File: src/rtl/arm_mem_pkg.sv
`default_nettype none
// +----------------------------------------------------------------------------+
// | Package  : arm_mem_pkg                                                     |
// | Brief    : Shared types and constants for the SRAM-backed memory stage.    |
// | Revision : 1.0                                                             |
// +----------------------------------------------------------------------------+
package arm_mem_pkg;

  localparam int unsigned MEM_BASE_DEFAULT = 1024;
  localparam int unsigned SRAM_DQ_W        = 16;

  typedef enum logic [1:0] {
    ST_IDLE = 2'd0,
    ST_LO   = 2'd1,
    ST_HI   = 2'd2,
    ST_DONE = 2'd3
  } mem_state_e;

  // Select the 16-bit half of a 32-bit word placed on the SRAM bus.
  function automatic logic [SRAM_DQ_W-1:0] half_sel(input logic hi, input logic [31:0] word);
    return hi ? word[31:16] : word[15:0];
  endfunction

endpackage
`default_nettype wire

File: src/rtl/sram_controller.sv
`default_nettype none
// +----------------------------------------------------------------------------+
// | Module   : sram_controller                                                 |
// | Brief    : 32-bit data-memory stage over a 16-bit async SRAM, two halves.  |
// | Revision : 1.0                                                             |
// +----------------------------------------------------------------------------+
module sram_controller
  import arm_mem_pkg::*;
#(
  parameter int unsigned MEM_BASE    = MEM_BASE_DEFAULT,
  parameter int unsigned SRAM_ADDR_W = 18,
  parameter int unsigned WAIT_CYCLES = 4
) (
  input  logic                   clk,
  input  logic                   rst,
  input  logic                   mem_read,
  input  logic                   mem_write,
  input  logic [31:0]            address,
  input  logic [31:0]            data,
  output logic [31:0]            mem_result,
  output logic                   ready,
  output logic [SRAM_ADDR_W-1:0] sram_addr,
  output logic [SRAM_DQ_W-1:0]   sram_dq_out,
  input  logic [SRAM_DQ_W-1:0]   sram_dq_in,
  output logic                   sram_dq_oe,
  output logic                   sram_we_n
);

  localparam int unsigned      CNT_W    = $clog2(WAIT_CYCLES + 1);
  localparam int unsigned      WORD_W   = SRAM_ADDR_W - 1;
  localparam logic [CNT_W-1:0] CNT_LAST = CNT_W'(WAIT_CYCLES - 1);

  mem_state_e             state_q, state_d;
  logic [CNT_W-1:0]       cnt_q, cnt_d;
  logic                   wr_q, wr_d;
  logic                   rd_q, rd_d;
  logic [WORD_W-1:0]      word_q, word_d;
  logic [31:0]            wdata_q, wdata_d;
  logic [31:0]            mem_result_q, mem_result_d;
  logic [SRAM_ADDR_W-1:0] sram_addr_q, sram_addr_d;
  logic [SRAM_DQ_W-1:0]   dq_out_q, dq_out_d;
  logic                   oe_q, oe_d;
  logic                   we_n_q, we_n_d;

  logic [31:0]            w_offset;
  logic [WORD_W-1:0]      w_word;
  logic                   w_req;
  logic                   w_last;
  logic                   w_half;

  assign w_offset = address - 32'(MEM_BASE);
  assign w_word   = WORD_W'(w_offset >> 2);
  assign w_req    = mem_read | mem_write;
  assign w_last   = (cnt_q == CNT_LAST);

  always_ff @(posedge clk) begin
    if (rst) begin
      state_q      <= ST_IDLE;
      cnt_q        <= '0;
      wr_q         <= 1'b0;
      rd_q         <= 1'b0;
      word_q       <= '0;
      wdata_q      <= '0;
      mem_result_q <= '0;
      sram_addr_q  <= '0;
      dq_out_q     <= '0;
      oe_q         <= 1'b0;
      we_n_q       <= 1'b1;
    end else begin
      state_q      <= state_d;
      cnt_q        <= cnt_d;
      wr_q         <= wr_d;
      rd_q         <= rd_d;
      word_q       <= word_d;
      wdata_q      <= wdata_d;
      mem_result_q <= mem_result_d;
      sram_addr_q  <= sram_addr_d;
      dq_out_q     <= dq_out_d;
      oe_q         <= oe_d;
      we_n_q       <= we_n_d;
    end
  end

  // The operation is latched at acceptance so a request dropped mid-access still completes.
  always_comb begin : p_next
    state_d      = state_q;
    cnt_d        = cnt_q;
    wr_d         = wr_q;
    rd_d         = rd_q;
    word_d       = word_q;
    wdata_d      = wdata_q;
    mem_result_d = mem_result_q;
    unique case (state_q)
      ST_IDLE: begin
        if (w_req) begin
          state_d = ST_LO;
          cnt_d   = '0;
          wr_d    = mem_write;
          rd_d    = mem_read & ~mem_write;
          word_d  = w_word;
          wdata_d = data;
        end
      end
      ST_LO: begin
        if (w_last) begin
          if (rd_q) mem_result_d[15:0] = sram_dq_in;
          state_d = ST_HI;
          cnt_d   = '0;
        end else begin
          cnt_d = cnt_q + CNT_W'(1);
        end
      end
      ST_HI: begin
        if (w_last) begin
          if (rd_q) mem_result_d[31:16] = sram_dq_in;
          state_d = ST_DONE;
          cnt_d   = '0;
        end else begin
          cnt_d = cnt_q + CNT_W'(1);
        end
      end
      ST_DONE: state_d = ST_IDLE;
      default: state_d = ST_IDLE;
    endcase
  end

  // Bus outputs are registered from the next state so they line up with the state they belong to;
  // we_n releases one cycle before the half ends, while address and data are still held.
  always_comb begin : p_out
    sram_addr_d = sram_addr_q;
    dq_out_d    = dq_out_q;
    oe_d        = 1'b0;
    we_n_d      = 1'b1;
    w_half      = (state_d == ST_HI);
    if ((state_d == ST_LO) || (state_d == ST_HI)) begin
      sram_addr_d = {word_d, w_half};
      if (wr_d) begin
        dq_out_d = half_sel(w_half, wdata_d);
        oe_d     = 1'b1;
        we_n_d   = (cnt_d == CNT_LAST);
      end
    end
  end

  assign ready       = (state_q == ST_DONE) | ((state_q == ST_IDLE) & ~w_req);
  assign mem_result  = mem_result_q;
  assign sram_addr   = sram_addr_q;
  assign sram_dq_out = dq_out_q;
  assign sram_dq_oe  = oe_q;
  assign sram_we_n   = we_n_q;

endmodule
`default_nettype wire
File: config.mk
export PLATFORM = sky130hd
export DESIGN_NAME = sram_controller
export DESIGN_NICKNAME = d
export VERILOG_FILES = /design/src/rtl/arm_mem_pkg.sv /design/src/rtl/sram_controller.sv
export SDC_FILE = /design/constraint.sdc
export NUM_CORES = 1
export LEC_CHECK = 0
export CORE_MARGIN = 3
export CORE_UTILIZATION = 40
export CTS_CLUSTER_DIAMETER = 150
export DETAILED_ROUTE_END_ITERATION = 12
export GPL_ROUTABILITY_DRIVEN = 0
export PLACE_DENSITY = 0.78
export SLEW_MARGIN = 20
export SYNTH_ARGS = -nofsm -noshare
export SYNTH_HDL_FRONTEND = slang
export SYNTH_SLANG_ARGS = --single-unit
File: constraint.sdc
create_clock -name clk -period 3.35 [get_ports clk]
set_clock_uncertainty 0.1 [all_clocks]
set_input_delay 1.005 -clock clk [delete_from_list [all_inputs] [get_ports clk]]
set_output_delay 1.005 -clock clk [all_outputs]
set_load 0.005 [all_outputs]
# --- After elaboration in Yosys (flattened, before gate mapping) ---
# Index checks and enable logic that the tools add are counted.
totals:
  elab_cells: 53
  input_bits: 84
  output_inout_bits: 69
  register_bits: 124
op_classes:
  n_mux: 15
  n_reduce_logical: 9
  n_addsub: 2
  eq_ne: 7
  bitwise: 8
op_table:
  columns: ["cell", "n"]
  rows:
  - ["two-way mux 32 bit", 2]
  - ["two-way mux 17 bit", 2]
  - ["subtractor 19 x 11 -> 19 bit, second input constant", 1]
  - ["two-way mux 16 bit", 1]
  - ["case mux 2 bit (4 select lines)", 1]
  - ["equality test 2 bit, second input constant", 3]
  - ["equality test 3 x 2 -> 1 bit, second input constant", 2]
  - ["two-way mux 2 bit", 3]
  - ["two-way mux 3 bit", 2]
  - ["case mux 3 bit (2 select lines)", 1]
  - ["AND reduction 3 bit", 2]
  - ["equality test 2 x 1 -> 1 bit, second input constant", 2]
  - ["NOT 1 bit", 4]
  - ["AND reduction 2 bit", 2]
  - ["OR reduction 2 bit", 2]
  - ["adder 3 x 1 -> 3 bit, second input constant", 1]
  - ["two-way mux 1 bit", 3]
  - ["OR reduction 3 bit", 1]
  - ["AND 1 bit", 2]
  - ["logical NOT 2 bit", 1]
  - ["OR 1 bit", 2]
  - ["logical OR 1 bit", 1]

# --- Longest topological paths before layout ---
depth:
  depth_word: 7
  mapped_depth: 11
  depth_no_buf: 9

# --- Least setup slack after synthesis ---
# OpenSTA, ideal clock, no wires.
synth_timing:
  path_type: "input to register"
  start: "in mem_write"
  end: "reg dq_out_q[5] (netlist: sram_dq_out[5])"
  path_slack_ps: 420
  path_buffers: 2
  setup_ps: 117
  required_time_ps: 3133
  cell_stages: 8
  arrival_ps: 2713
  cell_sequence: "nor3b_1 > nand2_1 > nand2_1 > ha_1 > clkbuf_1 > clkbuf_1 > mux4_2 > a22o_1"
synth_via:
  elab_chain_len: 6
  word_cells_on_any_way: 12
  classes_between: "2 x eq/ne; 7 x mux; 1 x bitwise; 2 x reduce/logical"
synth_rtl:
  columns: ["element", "line_no", "rtl"]
  rows:
  - ["start: declaration", "sram_controller.sv:17", "input logic mem_write,"]
  - ["OR 1 bit *", "sram_controller.sv:53", "assign w_req = mem_read | mem_write;"]
  - ["two-way mux 2 bit *", "sram_controller.sv:95", "if (w_req) begin"]
  - ["case mux 2 bit (4 select lines) *", "sram_controller.sv:93", "unique case (state_q)"]
  - ["net state_d[1]", "sram_controller.sv:33", "mem_state_e state_q, state_d;"]
  - ["equality test 2 bit *", "sram_controller.sv:134", "w_half = (state_d == ST_HI);"]
  - ["net w_half", "sram_controller.sv:49", "logic w_half;"]
  - ["logical OR 1 bit", "sram_controller.sv:135", "if ((state_d == ST_LO) || (state_d == ST_HI)) begin"]
  - ["AND reduction 2 bit (no line)", null, null]
  - ["end signal: assignment", "sram_controller.sv:78", "dq_out_q <= dq_out_d;"]
  - ["end: declaration", "sram_controller.sv:41", "logic [SRAM_DQ_W-1:0] dq_out_q, dq_out_d;"]
# The timed path passes the listed nets; every way through them passes the cells marked *.
# A chain may end at the register's enable or synchronous reset.

# --- Worst setup path in the final report ---
layout_timing:
  start: "in mem_write"
  end: "out ready"
layout_via:
  elab_chain_len: 4
layout_rtl:
  columns: ["element", "line_no", "rtl"]
  rows:
  - ["OR 1 bit", "sram_controller.sv:53", null]
  - ["NOT 1 bit", "sram_controller.sv:145", "assign ready = (state_q == ST_DONE) | ((state_q == ST_IDLE) & ~w_req);"]
  - ["AND 1 bit", "sram_controller.sv:145", null]
  - ["OR 1 bit", "sram_controller.sv:145", null]
  - ["end: declaration", "sram_controller.sv:21", "output logic ready,"]
# No other way between the ends.

==> impl_metrics.json <==
{
  "worst_pin_slew_ns": 0.702,
  "setup_viol": 0,
  "nNetsFinal": 771,
  "crit_path_end_kind": "primary output",
  "ys_async_sr_fraction_pct": 0,
  "clk_pin_slew_ns": 0.06,
  "synth_seq_cells": 124,
  "p_seq_share_pct": 39.9,
  "p_per_area_nw_per_um2": 569,
  "synth.distinct_cells": 45,
  "crit_type": "in -> out",
  "rr_worst_depth": 9,
  "switching_share_pct": 24.1,
  "coreArea_um2": 12100,
  "die_h_um": 118,
  "routed_via_density": 5.13,
  "start_kind": "primary input",
  "synthFlopType": "dfxtp_1",
  "p_comb_share_pct": 14.0,
  "route.detailed.drc": 0,
  "grt_use_total_pct": 19.2,
  "htreeDepth": 4,
  "syn_inst": 544,
  "cts_sinks": 124,
  "synth_area_um2": 5000,
  "p_total_uw": 4080,
  "finalInstanceArea_um2": 7180,
  "relSlewSlack_pct": 53.1,
  "cts_made_buffers": 17,
  "grt_pass1_wl_um": 21500,
  "worstPathArrival_ns": 2.08,
  "p_int_uw": 3100,
  "peakVddDrop_mv": 0.443,
  "start_util_pct": 41.3,
  "hold_viol": 0,
  "drtPass1Iterations": 5,
  "synth-compound-area-share_pct": 15.8,
  "vias": 4421,
  "dpl.hpwl_um": 9070,
  "outcome": "completed",
  "r2r_start": "state_q[0]$_SDFF_PP0_",
  "crit_path_end": "ready",
  "drive_gt1_share_pct": 10.4,
  "cp_max_fo": 2,
  "synth_top_family_by_area": "simple AND/OR/NAND/NOR gates",
  "fin_ws_ns": 0.160,
  "antenna_found_initial": 2,
  "std_cell_rows": 40,
  "root_buffer": "clkbuf_16",
  "syn-num-nets": 636,
  "wl_per_cell_um": 15.2,
  "pre_cts_ws_ns": -0.171,
  "die_w_um": 118,
  "dieArea_um2": 13900,
  "postRouteAntennaNets": 0,
  "holdBufCountCts": 0,
  "grt_max_degree": 51,
  "cts_tree": "built",
  "rsz0062_at_grt": "false",
  "worstPathRequired_ns": 2.24,
  "yosys_warnings": 0,
  "muxShareOfSynthArea_pct": 9.59,
  "place_area_um2": 6540,
  "synth_fa_ha_area_share_pct": 2.00,
  "min_path_type": "reg -> reg",
  "io_pins": 153,
  "numPortBuffers": 137,
  "worstSkewPairLatency_ns": 0.41,
  "synth-edff-count": 0,
  "drv_slew": 0,
  "crit_path_start": "mem_write",
  "synth-simple-area-share_pct": 17.4,
  "synthXorXnorAreaFrac_pct": 0.877,
  "p_sw_uw": 982,
  "r2r_end": "sram_dq_out[3]$_SDFFE_PP0P_",
  "fin_crit_sh_pct": 95.2,
  "seq_area_frac_synth_pct": 49.7,
  "area_growth_pct": 43.6,
  "leakage_uw": 0.00268,
  "max-cap-violations": 0,
  "grt_pass1_vias": 4365,
  "max_freq_ghz": 0.313,
  "drt-total-wl_um": 13100,
  "drtIter0Drc": 249,
  "rrSetupSlack_ns": 0.73,
  "power.share.clock_pct": 46.2,
  "grt_overflow": 0,
  "fin_crit_ns": 3.19,
  "cts_buffer_depth": 2,
  "syn_area_per_cell_um2": 9.18
}
[power groups by stage]
| stage | Combinational [uW] | Clock [uW] | Sequential, uW |
|---|---|---|---|
| 2_1_floorplan | 306 | 0 | 1650 |
| 3_3_place_gp | 550 | 0 | 1650 |
| 3_5_place_dp | 569 | 0 | 1660 |
| 4_1_cts | 573 | 1920 | 1630 |
| 5_1_grt | 624 | 1990 | 1640 |
| 6_report | 570 | 1880 | 1630 |
[flip-flops by register name (all words and copies together) (netlist names)]
name,count
sram_we_n,1
cnt_q,3
word_q,17
mem_result,32
wr_q,1
rd_q,1
wdata_q,32
sram_dq_oe,1
state_q,2
sram_dq_out,16
sram_addr,18
[routing by layer]
layer / vias up / wire length (um) / GRT usage [%]
met3: 32 / 801 / 7.21
li1: 2156 / - / -
met2: 146 / 6500 / 30.4
met4: 2 / 405 / 8.72
met1: 2085 / 5350 / 23.2
met5: - / 13 / 0
[worst max-delay path: stages]
cell	delay (ns)
clkdlybuf4s50_1	0.49
nor3b_2	0.06
or2_4	0.26
dlygate4sd2_1	0.26
[worst min-delay path by stage]
stage | from | end | slack, ns | depth (start not counted)
3_3_place_gp | wdata_q[18]$_SDFF_PP0_ | wdata_q[18]$_SDFF_PP0_ | 0.34 | 2
4_1_cts | wdata_q[3]$_SDFF_PP0_ | wdata_q[3]$_SDFF_PP0_ | 0.35 | 2
5_1_grt | wdata_q[3]$_SDFF_PP0_ | wdata_q[3]$_SDFF_PP0_ | 0.36 | 2
2_1_floorplan | wdata_q[16]$_SDFF_PP0_ | wdata_q[16]$_SDFF_PP0_ | 0.33 | 2
6_report | wdata_q[3]$_SDFF_PP0_ | wdata_q[3]$_SDFF_PP0_ | 0.35 | 2
3_5_place_dp | mem_result[25]$_SDFFE_PP0P_ | mem_result[25]$_SDFFE_PP0P_ | 0.35 | 2
[cell families after synthesis]
logic type | count (synthesis)
XOR/XNOR | 5
buffers and inverters | 49
adder cells (fa/ha/maj) | 8
multiplexers | 26
flip-flops | 124
AND/OR/NAND/NOR | 203
AO/OA/AOI/OAI | 129
[cells in the final DEF, fill, tap and decap left out, types with 3 or more instances in the layout]
cell,instances
a211oi_1,11
a21oi_1,72
a22o_1,16
and3_1,3
buf_4,16
bufinv_16,3
clkbuf_16,17
clkdlybuf4s50_1,134
clkinvlp_4,4
dfxtp_1,124
ha_1,8
inv_1,11
mux2i_1,10
mux4_1,5
mux4_2,11
nand2_1,139
nor2_1,36
nor3_1,7
nor3b_1,3
o21a_1,3
o21ai_0,8
o22ai_1,7
xnor2_1,3
[cells in the mapped netlist (2+ instances only)]
| cell type | instances | area [um^2] |
|---|---|---|
| o22ai_1 | 7 | 43.8 |
| nor3b_1 | 4 | 30.0 |
| dfxtp_1 | 124 | 2480 |
| nand2_1 | 139 | 522 |
| a22o_1 | 16 | 140 |
| o21a_1 | 4 | 30.0 |
| buf_2 | 10 | 50.1 |
| and3_1 | 3 | 18.8 |
| inv_1 | 11 | 41.3 |
| mux4_2 | 11 | 248 |
| mux2i_1 | 10 | 100 |
| a211oi_1 | 11 | 82.6 |
| buf_1 | 2 | 7.51 |
| a21oi_1 | 72 | 360 |
| and2_1 | 2 | 12.5 |
| buf_6 | 2 | 22.5 |
| xor2_1 | 2 | 17.5 |
| nor4_4 | 2 | 42.5 |
| clkbuf_1 | 22 | 82.6 |
| nor3_1 | 7 | 35.0 |
| nor2_1 | 36 | 135 |
| o21ai_0 | 8 | 40.0 |
| nand3_1 | 2 | 10.0 |
| a211oi_2 | 2 | 25.0 |
| a31oi_1 | 2 | 12.5 |
| ha_1 | 8 | 100 |
| xnor2_1 | 3 | 26.3 |
| mux4_1 | 5 | 131 |
[final cells by class]
cell class	instances	area, um^2
Clock inverter	13	165
Tap cell	168	210
Clock buffer	19	453
Multi-Input combinational cell	371	2300
Fill cell	1050	4940
Inverter	11	41.3
Timing Repair Buffer	154	1520
Antenna cell	1	2.50
Sequential cell	124	2480
[metrics by stage]
| step | hold slack, ns | TNS, ns | utilization, % | cells |
|---|---|---|---|---|
| 6_report | 0.350 | 0 | 59.2 | 861 |
| 2_1_floorplan | 0.332 | 0 | - | 544 |
| 4_1_cts | 0.350 | 0 | 59.2 | 860 |
| 5_1_grt | 0.362 | 0 | 59.2 | 861 |
| 3_3_place_gp | 0.337 | -0.194 | 54.0 | 827 |
| 3_5_place_dp | 0.346 | -0.171 | 54.0 | 827 |
[repair_timing]
action | in CTS | in global routing
buffers inserted | 1 | 0
resized for setup | 4 | 0
setup endpoints to repair | 1 | 0
(Power assumes the default switching activity.)
